[config.mk]
export PLATFORM = sky130hd
export DESIGN_NAME = fire3_squeeze_bias_relu
export DESIGN_NICKNAME = d
export VERILOG_FILES = /design/src/rtl/fire3_squeeze_bias_relu.sv
export SDC_FILE = /design/constraint.sdc
export NUM_CORES = 1
export LEC_CHECK = 0
export BUFFER_PORTS_ARGS = -buffer_cell sky130_fd_sc_hd__buf_2
export CAP_MARGIN = 20
export CELL_PAD_IN_SITES_DETAIL_PLACEMENT = 1
export CELL_PAD_IN_SITES_GLOBAL_PLACEMENT = 2
export CORE_AREA = 5 5 222 224
export CTS_CLUSTER_DIAMETER = 80
export DETAILED_ROUTE_END_ITERATION = 7
export DIE_AREA = 0 0 227 229
export PLACE_DENSITY = 0.72
export SETUP_SLACK_MARGIN = 0.4
export SLEW_MARGIN = 20
export SYNTH_ARGS = -nofsm -noshare
export SYNTH_HDL_FRONTEND = slang
export SYNTH_SLANG_ARGS = --single-unit
[constraint.sdc]
create_clock -name clk -period 5.2 [get_ports clk]
set_clock_uncertainty 0.1 [all_clocks]
set_input_delay 0.52 -clock clk [delete_from_list [all_inputs] [get_ports clk]]
set_output_delay 0.52 -clock clk [all_outputs]
set_load 0.01 [all_outputs]
[src/rtl/fire3_squeeze_bias_relu.sv]
// Per-channel bias add, arithmetic shift and saturating ReLU for the fire3 squeeze layer; 2-cycle latency.
// Backpressure: one global advance enable stalls the whole pipeline; acc_ready drops while an output is held.
module fire3_squeeze_bias_relu #(
   parameter int NUM_CH = 16,
   parameter int ACC_W  = 32,
   parameter int OUT_W  = 16,
   parameter int SHIFT  = 8,
   parameter int PIXELS = 3025,
   localparam int CH_W  = (NUM_CH > 1) ? $clog2(NUM_CH) : 1,
   localparam int PIX_W = (PIXELS > 1) ? $clog2(PIXELS) : 1
) (
   input  logic                    clk,
   input  logic                    rst_n,
   input  logic signed [ACC_W-1:0] bias_mem [0:NUM_CH-1],
   input  logic signed [ACC_W-1:0] acc_in,
   input  logic                    acc_valid,
   output logic                    acc_ready,
   output logic signed [OUT_W-1:0] act_out,
   output logic                    act_valid,
   input  logic                    act_ready,
   output logic [CH_W-1:0]         act_ch,
   output logic                    act_last
);

   localparam logic [CH_W-1:0]  CH_MAX  = CH_W'(NUM_CH - 1);
   localparam logic [PIX_W-1:0] PIX_MAX = PIX_W'(PIXELS - 1);
   localparam logic signed [ACC_W:0] OUT_MAX =
      {{(ACC_W - OUT_W + 2){1'b0}}, {(OUT_W - 1){1'b1}}};

   logic                    en;
   logic                    in_acc;
   logic [CH_W-1:0]         ch_cnt;
   logic [PIX_W-1:0]        pix_cnt;
   logic                    ch_wrap;
   logic                    pix_wrap;
   logic signed [ACC_W-1:0] bias_sel;
   logic signed [ACC_W:0]   sum_c;

   logic signed [ACC_W:0]   s1_sum;
   logic                    s1_valid;
   logic [CH_W-1:0]         s1_ch;
   logic                    s1_last;

   logic signed [ACC_W:0]   shifted;
   logic signed [OUT_W-1:0] relu_c;

   assign en        = !act_valid || act_ready;
   assign acc_ready = en;
   assign in_acc    = acc_valid && en;
   assign ch_wrap   = (ch_cnt == CH_MAX);
   assign pix_wrap  = (pix_cnt == PIX_MAX);

   // One extra bit of headroom so the bias add can never wrap.
   assign bias_sel = bias_mem[ch_cnt];
   assign sum_c    = {acc_in[ACC_W-1], acc_in} + {bias_sel[ACC_W-1], bias_sel};
   assign shifted  = s1_sum >>> SHIFT;

   always_comb begin
      relu_c = '0;
      if (shifted[ACC_W]) begin
         relu_c = '0;
      end else if (shifted > OUT_MAX) begin
         relu_c = OUT_MAX[OUT_W-1:0];
      end else begin
         relu_c = shifted[OUT_W-1:0];
      end
   end

   // Channel/pixel position of the next accepted beat; bubbles leave it alone.
   always_ff @(posedge clk or negedge rst_n) begin
      if (!rst_n) begin
         ch_cnt  <= '0;
         pix_cnt <= '0;
      end else if (in_acc) begin
         ch_cnt <= ch_wrap ? '0 : ch_cnt + 1'b1;
         if (ch_wrap) begin
            pix_cnt <= pix_wrap ? '0 : pix_cnt + 1'b1;
         end
      end
   end

   always_ff @(posedge clk or negedge rst_n) begin
      if (!rst_n) begin
         s1_sum   <= '0;
         s1_valid <= 1'b0;
         s1_ch    <= '0;
         s1_last  <= 1'b0;
      end else if (en) begin
         s1_sum   <= sum_c;
         s1_valid <= in_acc;
         s1_ch    <= ch_cnt;
         s1_last  <= ch_wrap && pix_wrap;
      end
   end

   always_ff @(posedge clk or negedge rst_n) begin
      if (!rst_n) begin
         act_out   <= '0;
         act_valid <= 1'b0;
         act_ch    <= '0;
         act_last  <= 1'b0;
      end else if (en) begin
         act_out   <= relu_c;
         act_valid <= s1_valid;
         act_ch    <= s1_ch;
         act_last  <= s1_last;
      end
   end

endmodule

* Word-level counts from Yosys, hierarchy flattened
Index checks and enable logic that the tools add are counted.
Word-level totals: word-level logic and storage cells 30, output and inout bits 23, flip-flop bits (word level) 77
Cells by class: reduce and logical (&&, ||, !) cells 5, order comparisons 2, multiplexer cells 7, bitwise operators 1, equality and inequality tests 2, add/subtract/negate cells 3
Operator list (count):
- 32-bit binary-select mux with 4-bit select | 1
- 32-bit two-way mux | 2
- 32-bit by 32-bit adder with 33-bit output | 1
- 16-bit two-way mux | 2
- 25-bit by 16-bit greater-than comparator with 1-bit output (second input constant) | 1
- 12-bit by 1-bit adder with 12-bit output (second input constant) | 1
- 12-bit == test (second input constant) | 1
- 12-bit two-way mux | 1
- 5-bit greater-or-equal comparator (second input constant) | 1
- 4-bit NOT with 5-bit output | 1
- 4-bit by 1-bit adder with 4-bit output (second input constant) | 1
- 4-bit == test (second input constant) | 1
- 4-bit two-way mux | 1
- 1-bit logical AND | 2
- 2-bit AND reduction | 1
- 1-bit logical NOT | 1
- 1-bit logical OR | 1

* Longest topological paths before layout
depth in word-level cells 5, gate-level depth with buffers 15, mapped depth without buffers 11

* Least setup slack after synthesis
No wires, ideal clock.
path kind reg2reg, from register ch_cnt[0], to register s1_sum[28], path slack 0.541 ns, stages on the path, launching flop included 15, arrival 4.490 ns, cells stage by stage dfrtp_1 > buf_6 > buf_2 > buf_1 > mux4_2 > mux4_2 > ha_1 > a21o_1 > o21a_1 > nor4b_1 > a31oi_4 > a21oi_4 > o21bai_2 > or4b_1 > nand3_1
Between the ends: longest elaborated chain between the ends 5
RTL lines:
- from (decl) | RTL line 32 | logic [CH_W-1:0] ch_cnt;
- from (signal assigned) | RTL line 75 | ch_cnt <= ch_wrap ? '0 : ch_cnt + 1'b1;
- 4-bit NOT with 5-bit output (not written as such) | RTL line 54 | assign bias_sel = bias_mem[ch_cnt];
- 32-bit binary-select mux with 4-bit select | RTL line 54
- 32-bit two-way mux (not written as such) (2 in a row) | RTL line 54
- 32-bit by 32-bit adder with 33-bit output | RTL line 55 | assign sum_c = {acc_in[ACC_W-1], acc_in} + {bias_sel[ACC_W-1], bias_sel};
- to (signal assigned) | RTL line 89 | s1_sum <= sum_c;
- to (decl) | RTL line 39 | logic signed [ACC_W:0] s1_sum;
No other way between the ends. The select of a mux whose other input is x is not followed. A chain may end at the register's enable or synchronous reset.

* Worst setup path after layout
from register ch_cnt[0], to register s1_sum[32]
The elaborated chain is that of the path after synthesis.

==> run metrics <==
Period minus WS final 4.59 ns; EDFF count, synth 0; fmax 0.218 GHz; Pwr Density 555 nW/um2; worst vdd ir 0.000203 V; critical-path maximum fanout 15; largest net degree at the start of global routing 71; sequential power share 15.2%; post-synth top area share 42.5%; FF+latch count, synth 69; Root Buffer clkbuf_16; DP HPWL 54,700 um; top-count cell post-synth mux4_2; Final ANT Viol Nets 0; switching share of power 47.5%; clock insertion delay at the later pin of the skew report 0.35 ns; initial core utilization 17.5%; Logic pwr share 75.6%; Clk pwr share 9.2%; Final Util 26.2%; largest area contributor in the netlist mux4_2; P&R area growth vs syn 49.2%; RSZ-0062 raised after global routing false; Gate Count Post-Synth 718; Critical Path RT 5.32 ns; FP Rows 80; Hold Vio Cnt, Final 0; total I/O pin count 571; CP Launch Type register; Psw 3.25 mW; top cells by area, synth mux4_2 42%, dfrtp_1 21%, ha_1 5.1%, nand2_1 3.9%, nor2_1 2.4%; DRC 0; Chip Height 229 um; vias 9,438; Final GP Congestion 0.964; grt ovf 0; first-pass GRT wire length 82,500 um; chip width 227 um; outcome finished, final reports clean; CTS Buf Count 9; Worst-Margin Slew 0.786 ns; maximum clock path buffer count 2; # H-tree levels 3; Cell variety after synth 68; mapped cell area 8270 um2; Mean Syn Cell Area 11.5 um2; final count of negative-setup-slack endpoints 0; P_int 3.60 mW; crit end category register; drt first pass iters 5; total track usage 22.6%; Hold WC Path Type input port to asynchronous set/reset pin; Fin Setup TNS 0 ns; Synth Net Count 1,300; TritonCTS clock tree yes; Lkg Pwr 5.63 nW; Die Area 52,000 um2; Final period util 88.2%; CTS Sinks 69; vias per std cell 4.93; Post-synth ARST share 100%; initial antenna violation count 74; max-slew violation count 0; Placed Cells incl. Taps 1,868; CTS Hold Bufs 0; slew margin rel. 47.6%; synth warn 0; total design power 6.85 mW; Commonest cells post-synth 156 x mux4_2, 87 x nand2_1, 69 x dfrtp_1; Final Instance Count excl. Fillers 1,913; Initial DRC Count 704; share of layout cells above drive strength 1 62.1%; core area 47,100 um2; vias in the first global route 10,200; WL final 61,200 um; CP Class register to register; PortBufs 570; nets 1,853; Avg WL per Cell 32.0 um; top_reg_cell synth dfrtp_1; sequential fraction of the synthesis area 20.9%; CP arrival 4.71 ns; clk slew on worst S/H paths 0.07 ns; WHS 0.00145 ns; Max-cap violations 0
-- power by group through the flow --
stage	Sequential, mW	Clock [mW]	Combinational, mW
floorplan	0.886	0	3.57
CTS	1.06	0.645	5.15
detailed placement	1.09	0	5.09
global placement	1.08	0	5.04
global route	1.07	0.670	5.60
finish	1.04	0.632	5.18
-- final timing paths --
check	start	end	slack (ns)	cells past startpoint
max in group asynchronous	rst_n	ch_cnt[2]	3.98	2
min in group clk	act_last	act_last	0.37	2
setup reg to reg	ch_cnt[0]	s1_sum[32]	0.61	12
setup / recovery	ch_cnt[0]	s1_sum[32]	0.61	12
hold reg to reg	act_last	act_last	0.37	2
hold / removal	rst_n	act_out[15]	0.001	1
-- layout make-up --
cell class | instances | area [um2]
flip-flops and latches | 69 | 1740
diodes | 22 | 55.1
well taps | 615 | 769
clock buffers | 11 | 233
repair buffers | 600 | 3170
inverters | 7 | 26.3
fillers | 5528 | 34800
clock inverters | 5 | 52.6
multi-input cells | 584 | 6300
-- cells in the final DEF (no fill, tap or decap), drive strengths merged, types with 3 or more instances in the layout --
master,instances
buf,600
mux4,156
nand2,87
dfrtp,69
nor2,53
ha,34
a21oi,34
o21ai,25
o31ai,23
diode,22
a21o,22
nand3,14
xor2,14
nand4,11
xnor2,11
clkbuf,11
and3,8
mux2i,7
nor3,7
a31oi,7
inv,6
and2,6
o21a,6
nor2b,6
a211oi,4
nand2b,4
or3,4
clkinv,4
nor4,4
o21bai,3
-- cell families after synthesis --
kind of cell,after synthesis,synth area share [%]
XOR/XNOR,25,2.65
flip-flops,69,20.9
buffers and inverters,65,3.12
AO/OA/AOI/OAI,145,12.3
AND/OR/NAND/NOR,215,12.3
multiplexers,165,43.6
adder cells (fa/ha/maj),34,5.14
-- registers in the layout, summed over array words and instances, names as in the netlist --
register / flops
act_last: 1
act_out: 16
act_valid: 1
s1_last: 1
s1_sum: 25
pix_cnt: 12
s1_valid: 1
s1_ch: 4
act_ch: 4
ch_cnt: 4
-- metal layers --
metal | part of all wire [%] | vias to the layer above | track usage (%)
met3 | 9.5 | 100 | 6.48
li1 | - | 4043 | -
met2 | 45 | 463 | 35.1
met4 | 1.5 | 34 | 3.76
met1 | 43 | 4798 | 32.0
met5 | 0.29 | - | 0
-- timing repair --
action | 4_1_cts | 5_1_grt
setup endpoints to repair | 7 | 9
resized for setup | 0 | 1
buffers inserted | 1 | 6
hold endpoints to repair | 0 | 0
-- stage by stage --
stage                     setup slack (ns)  cell area (um2)
after floorplan                      0.541             8270
after global placement               0.356            11900
after detailed placement             0.292            11900
after CTS                            0.437            12200
after global routing                 0.470            12300
final                                0.615            12300
-- critical path, stage by stage, from the launching register on --
cell,delay (ns)
dfrtp_4,0.59
buf_12,0.22
mux4_2,0.51
mux4_2,0.53
ha_1,0.37
a211oi_1,0.29
o21ai_1,0.19
nor4b_1,0.59
a31oi_4,0.11
a31oi_2,0.37
nor3_2,0.10
o21a_1,0.20
o41ai_1,0.27
No activity file was read; power rests on OpenSTA's default activity.
